**src/rtl/sha3_pad_block_ctrl.sv**
```systemverilog
// SHA-3 rate-block packer: gathers 64-bit message words into a 576-bit block,
// applies 0x06 ... 0x80 domain padding and hands the block on through valid/ready.
module sha3_pad_block_ctrl #(
    parameter int RATE_WORDS = 9,
    parameter int CNT_W      = 4
) (
    input  logic                       clk,
    input  logic                       reset_n,
    input  logic [63:0]                in,
    input  logic                       in_valid,
    input  logic                       is_last,
    input  logic [2:0]                 byte_num,
    output logic                       in_ready,
    output logic [64*RATE_WORDS-1:0]   out,
    output logic                       out_valid,
    output logic                       out_last,
    input  logic                       out_ready
);

    typedef enum logic [1:0] {
        FILL = 2'd0,
        PAD  = 2'd1,
        FULL = 2'd2
    } state_e;

    localparam logic [CNT_W-1:0] LAST_IDX = CNT_W'(RATE_WORDS - 1);

    state_e                      state_q, state_d;
    logic [CNT_W-1:0]            cnt_q, cnt_d;
    logic [RATE_WORDS-1:0][63:0] buf_q, buf_d;
    logic                        last_q, last_d;
    logic                        wr_en, clr, accept;
    logic [63:0]                 wr_word, keep_mask, pad_word;

    assign accept    = in_valid && (state_q == FILL);
    // Valid bytes sit at the MSB end; everything below them is dropped.
    assign keep_mask = ~({64{1'b1}} >> {byte_num, 3'b000});
    assign pad_word  = (in & keep_mask) | (64'h0600000000000000 >> {byte_num, 3'b000});

    always_ff @(posedge clk or negedge reset_n) begin
        if (!reset_n) begin
            state_q <= FILL;
            cnt_q   <= '0;
            buf_q   <= '0;
            last_q  <= 1'b0;
        end else begin
            state_q <= state_d;
            cnt_q   <= cnt_d;
            buf_q   <= buf_d;
            last_q  <= last_d;
        end
    end

    always_comb begin
        state_d = state_q;
        cnt_d   = cnt_q;
        last_d  = last_q;
        wr_en   = 1'b0;
        clr     = 1'b0;
        wr_word = '0;
        case (state_q)
            FILL: begin
                if (accept) begin
                    wr_en = 1'b1;
                    if (!is_last) begin
                        wr_word = in;
                        if (cnt_q == LAST_IDX) begin
                            cnt_d   = '0;
                            state_d = FULL;
                            last_d  = 1'b0;
                        end else begin
                            cnt_d = cnt_q + CNT_W'(1);
                        end
                    end else if (cnt_q == LAST_IDX) begin
                        wr_word = pad_word | 64'h80;
                        cnt_d   = '0;
                        state_d = FULL;
                        last_d  = 1'b1;
                    end else begin
                        wr_word = pad_word;
                        cnt_d   = cnt_q + CNT_W'(1);
                        state_d = PAD;
                    end
                end
            end
            PAD: begin
                wr_en = 1'b1;
                if (cnt_q == LAST_IDX) begin
                    wr_word = 64'h80;
                    cnt_d   = '0;
                    state_d = FULL;
                    last_d  = 1'b1;
                end else begin
                    wr_word = '0;
                    cnt_d   = cnt_q + CNT_W'(1);
                end
            end
            FULL: begin
                if (out_ready) begin
                    clr     = 1'b1;
                    last_d  = 1'b0;
                    state_d = FILL;
                end
            end
            default: state_d = FILL;
        endcase
    end

    // Word 0 lives in the most significant slot of the packed buffer.
    always_comb begin
        buf_d = clr ? '0 : buf_q;
        if (wr_en) begin
            for (int i = 0; i < RATE_WORDS; i++) begin
                if (cnt_q == CNT_W'(i)) buf_d[RATE_WORDS-1-i] = wr_word;
            end
        end
    end

    always_comb begin
        in_ready  = (state_q == FILL);
        out_valid = (state_q == FULL);
        out       = buf_q;
        out_last  = last_q;
    end

endmodule

```
**config.mk**
```make
export PLATFORM = sky130hd
export DESIGN_NAME = sha3_pad_block_ctrl
export DESIGN_NICKNAME = d
export VERILOG_FILES = /design/src/rtl/sha3_pad_block_ctrl.sv
export SDC_FILE = /design/constraint.sdc
export NUM_CORES = 1
export LEC_CHECK = 0
export ABC_AREA = 1
export ABC_CLOCK_PERIOD_IN_PS = 1800
export BUFFER_PORTS_ARGS = -buffer_cell sky130_fd_sc_hd__buf_2
export CELL_PAD_IN_SITES_DETAIL_PLACEMENT = 0
export CELL_PAD_IN_SITES_GLOBAL_PLACEMENT = 2
export CORE_MARGIN = 5
export CORE_UTILIZATION = 28
export CTS_CLUSTER_DIAMETER = 100
export DETAILED_ROUTE_END_ITERATION = 6
export GPL_TIMING_DRIVEN = 0
export PLACE_DENSITY_LB_ADDON = 0.2
export SETUP_SLACK_MARGIN = 0.05
export SLEW_MARGIN = 10
export SYNTH_ARGS = -nofsm -noshare
export SYNTH_HDL_FRONTEND = slang
export SYNTH_SLANG_ARGS = --single-unit
```
**constraint.sdc**
```tcl
create_clock -name clk -period 1.8 [get_ports clk]
set_input_delay 0.45 -clock clk [delete_from_list [all_inputs] [get_ports clk]]
set_output_delay 0.45 -clock clk [all_outputs]
set_load 0.03 [all_outputs]
```
==> impl_metrics.json <==
{
  "firstDrtPassIters": 5,
  "rows": 105,
  "htreeDepth": 3,
  "postSynthRegisterBits": 583,
  "fin_worst_skew_ns": 0.0192,
  "hpwl_um": 90200,
  "critPathBufInv": 6,
  "grt_pass1_vias": 23300,
  "max_slew_margin_pct": 56.7,
  "cp_data_required_time_ns": 2.34,
  "ys_seq_area_share_pct": 63.5,
  "grtUsageMet3_pct": 7.49,
  "grt_pass1_wl_um": 180000,
  "critPathTopFamily": "buffers and inverters",
  "violations": "hold timing, setup timing",
  "grt_use_total_pct": 28.7,
  "cp-end-kind": "register",
  "syn_inst": 2346,
  "avgSynthCellArea_um2": 9.79,
  "ant_nets": 0,
  "rsz0062_at_grt": "true",
  "rrSetupSlack_ns": -0.15,
  "cap_violations": 0,
  "grt-ovfl-total": 0,
  "yosys_warnings": 0,
  "busiest_layer": "met2",
  "switchingPower_uw": 36200,
  "layout-drive-gt1-share_pct": 54.4,
  "grtUsageMet2_pct": 50.5,
  "outcome": "complete, but fails checks",
  "power_frac_comb_pct": 52.4,
  "die_area_um2": 87900,
  "worst_pin_slew_ns": 0.650,
  "first_iter_violations": 1422,
  "finalSetupViolations": 236,
  "crit_path_frequent_cell": "buf_12",
  "fin_crit_sh_pct": 108,
  "wirelength_um": 139000,
  "cp_max_fo": 5,
  "area_growth_pct": 69.9,
  "drc_errors": 0,
  "nFillCells": 7684,
  "fin_crit_ns": 1.95,
  "use_met1_pct": 33.4,
  "irDropWorstVdd_mv": 0.844,
  "netSwitchingFraction_pct": 47.1,
  "seqPwrFrac_pct": 28.0,
  "arrival_ns": 2.49,
  "vias": 23500,
  "clk_latency_ns": 0.62,
  "wl_per_cell_um": 31.4,
  "numCtsBuffers": 70,
  "numClockSinks": 583,
  "antenna_found_initial": 21,
  "criticalPathCategory": "register to register",
  "core_area_um2": 81700,
  "synthesis.nets": 2426,
  "die_h_um": 296,
  "slowest_delay_ns": 0.40,
  "clkTransAtPathRegs_ns": 0.06,
  "synth_cell_types": 28,
  "final_nets": 3373,
  "path_cells": "inv_2, ha_4, nand2_8, inv_8, buf_12, buf_12, nand2_8, buf_12, nor2_4, buf_12, nand2_2, nand2_1",
  "p_leak_uw": 0.0195,
  "crit_path_start_kind": "register",
  "cts_tree": "yes",
  "die_w_um": 296,
  "place_area_um2": 27800,
  "numPortBuffers": 650,
  "synthesis.area_um2": 23000,
  "internal-power_uw": 40600,
  "initial_core_util_pct": 28.1,
  "grt_max_degree": 105,
  "setup_ws_ns": -0.149,
  "cp_slowest_cell": "dfrtp_1",
  "timing.fmax_mhz": 513,
  "post-route-cell-area_um2": 39000,
  "pwr-share-clk_pct": 19.6,
  "hold_class": "primary input to async pin",
  "ios": 651,
  "cts-root-buf": "clkbuf_16",
  "powerDensity_nw_per_um2": 1970,
  "finalWeightedCongestion": 0.848,
  "clockBufferDepth": 3,
  "hold_viol": 59,
  "drv_slew": 0,
  "vias_per_cell": 5.31,
  "tns_ns": -12.64,
  "whs_ns": -0.272
}
-- cell usage after synthesis --
master,n,area [µm²]
nand3_1,737,3690
nand3_2,4,40.0
a21oi_1,3,15.0
clkinv_1,2,7.51
o21ai_0,190,951
inv_2,12,45.0
nand4_1,2,12.5
nand2_4,1,11.3
clkbuf_1,90,338
inv_4,1,6.26
nor2_8,1,20.0
nor2_1,18,67.6
buf_6,3,33.8
nand3_4,1,17.5
o21ai_1,194,971
nand2_1,343,1290
buf_2,58,290
inv_1,38,143
nand2_2,1,6.26
ha_1,8,100
or2_2,3,18.8
clkbuf_2,5,25.0
buf_1,23,86.3
buf_4,15,113
dfrtp_1,583,14600
xor2_1,1,8.76
nor2_2,4,25.0
nor2_4,5,56.3
-- layout by cell type, fill, tap and decap left out, types with 18 or more instances in the layout --
cell type / count
nand2_2: 48
buf_16: 20
nand2_8: 25
buf_6: 40
o21ai_2: 184
buf_4: 79
dfrtp_1: 578
nand3_4: 77
clkbuf_16: 135
clkbuf_8: 24
inv_1: 31
buf_2: 666
o21ai_1: 173
nor2_4: 18
nand3_2: 273
clkbuf_4: 18
nand3_1: 417
o21ai_0: 26
buf_12: 79
nand2_1: 267
buf_8: 39
-- logic make-up after synthesis --
| family | count (synthesis) | synth area share [%] |
|---|---|---|
| fa+ha+maj | 8 | 0.436 |
| simple gates | 1120 | 22.9 |
| xor+xnor | 1 | 0.0381 |
| buf+inv | 247 | 4.73 |
| compound gates | 387 | 8.43 |
| flops | 583 | 63.5 |
-- state kept, by name, indices dropped and copies added, names as in the netlist --
| name | cells |
|---|---|
| state_q | 2 |
| out_last | 1 |
| cnt_q | 4 |
| out | 576 |
-- per-layer routing --
layer  vias up  wire length, µm
met2       955            70500
met1     12100            51600
li1      10200                -
met4        16             6670
met3       308             9870
met5         -               96
-- per-stage QoR --
step	total power, µW	util, %	setup slack [ns]	std cells
4_1_cts	72400	43.4	-0.169	4350
6_report	76800	47.8	-0.149	4426
2_1_floorplan	38300	-	0.0544	2346
3_5_place_dp	50600	34.0	-1.47	4073
3_3_place_gp	50100	33.8	-12.16	4066
5_1_grt	79800	47.8	-0.189	4420
-- path summary, 6_finish.rpt --
| path | start | endpoint | cells past startpoint |
|---|---|---|---|
| max | state_q[0] | out[237] | 12 |
| min | reset_n | out[547] | 1 |
| max reg2reg | state_q[0] | out[237] | 12 |
| min reg2reg | out[402] | out[402] | 2 |
| max in group asynchronous | reset_n | out[198] | 5 |
| min in group clk | in[23] | out[279] | 3 |
-- worst reg2reg max path, stage by stage (launching register included) --
cell and delay [ns]:
dfrtp_1 0.40, inv_2 0.12, ha_4 0.21, nand2_8 0.09, inv_8 0.07, buf_12 0.11, buf_12 0.11, nand2_8 0.06
buf_12 0.17, nor2_4 0.24, buf_12 0.19, nand2_2 0.06, nand2_1 0.06
-- power groups by stage --
stage | registers, µW | clock network, µW | logic (µW)
floorplan | 30100 | 0 | 8140
global placement | 21100 | 0 | 29000
detailed placement | 21200 | 0 | 29400
CTS | 21100 | 15300 | 36000
global route | 21900 | 15800 | 42000
finish | 21500 | 15000 | 40300
-- timing repair --
action / 4_1_cts / 5_1_grt
setup endpoints to repair: 676 / 677
gates cloned: 63 / 51
resized for setup: 890 / 652
hold endpoints to repair: 59 / 59
pin swaps: 142 / 158
setup buffers: 91 / 28
-- area by class of cell --
type	instances	area [µm²]	area share [%]
Sequential cell	583	14600	37.4
Multi-Input combinational cell	1553	11300	28.9
Timing Repair Buffer	849	6850	17.6
Buffer	183	2230	5.72
Clock buffer	105	2100	5.37
Tap cell	1070	1340	3.43
Clock inverter	21	318	0.814
Inverter	53	298	0.763
Antenna cell	9	22.5	0.0577
Power figures use the tool's default switching activity.
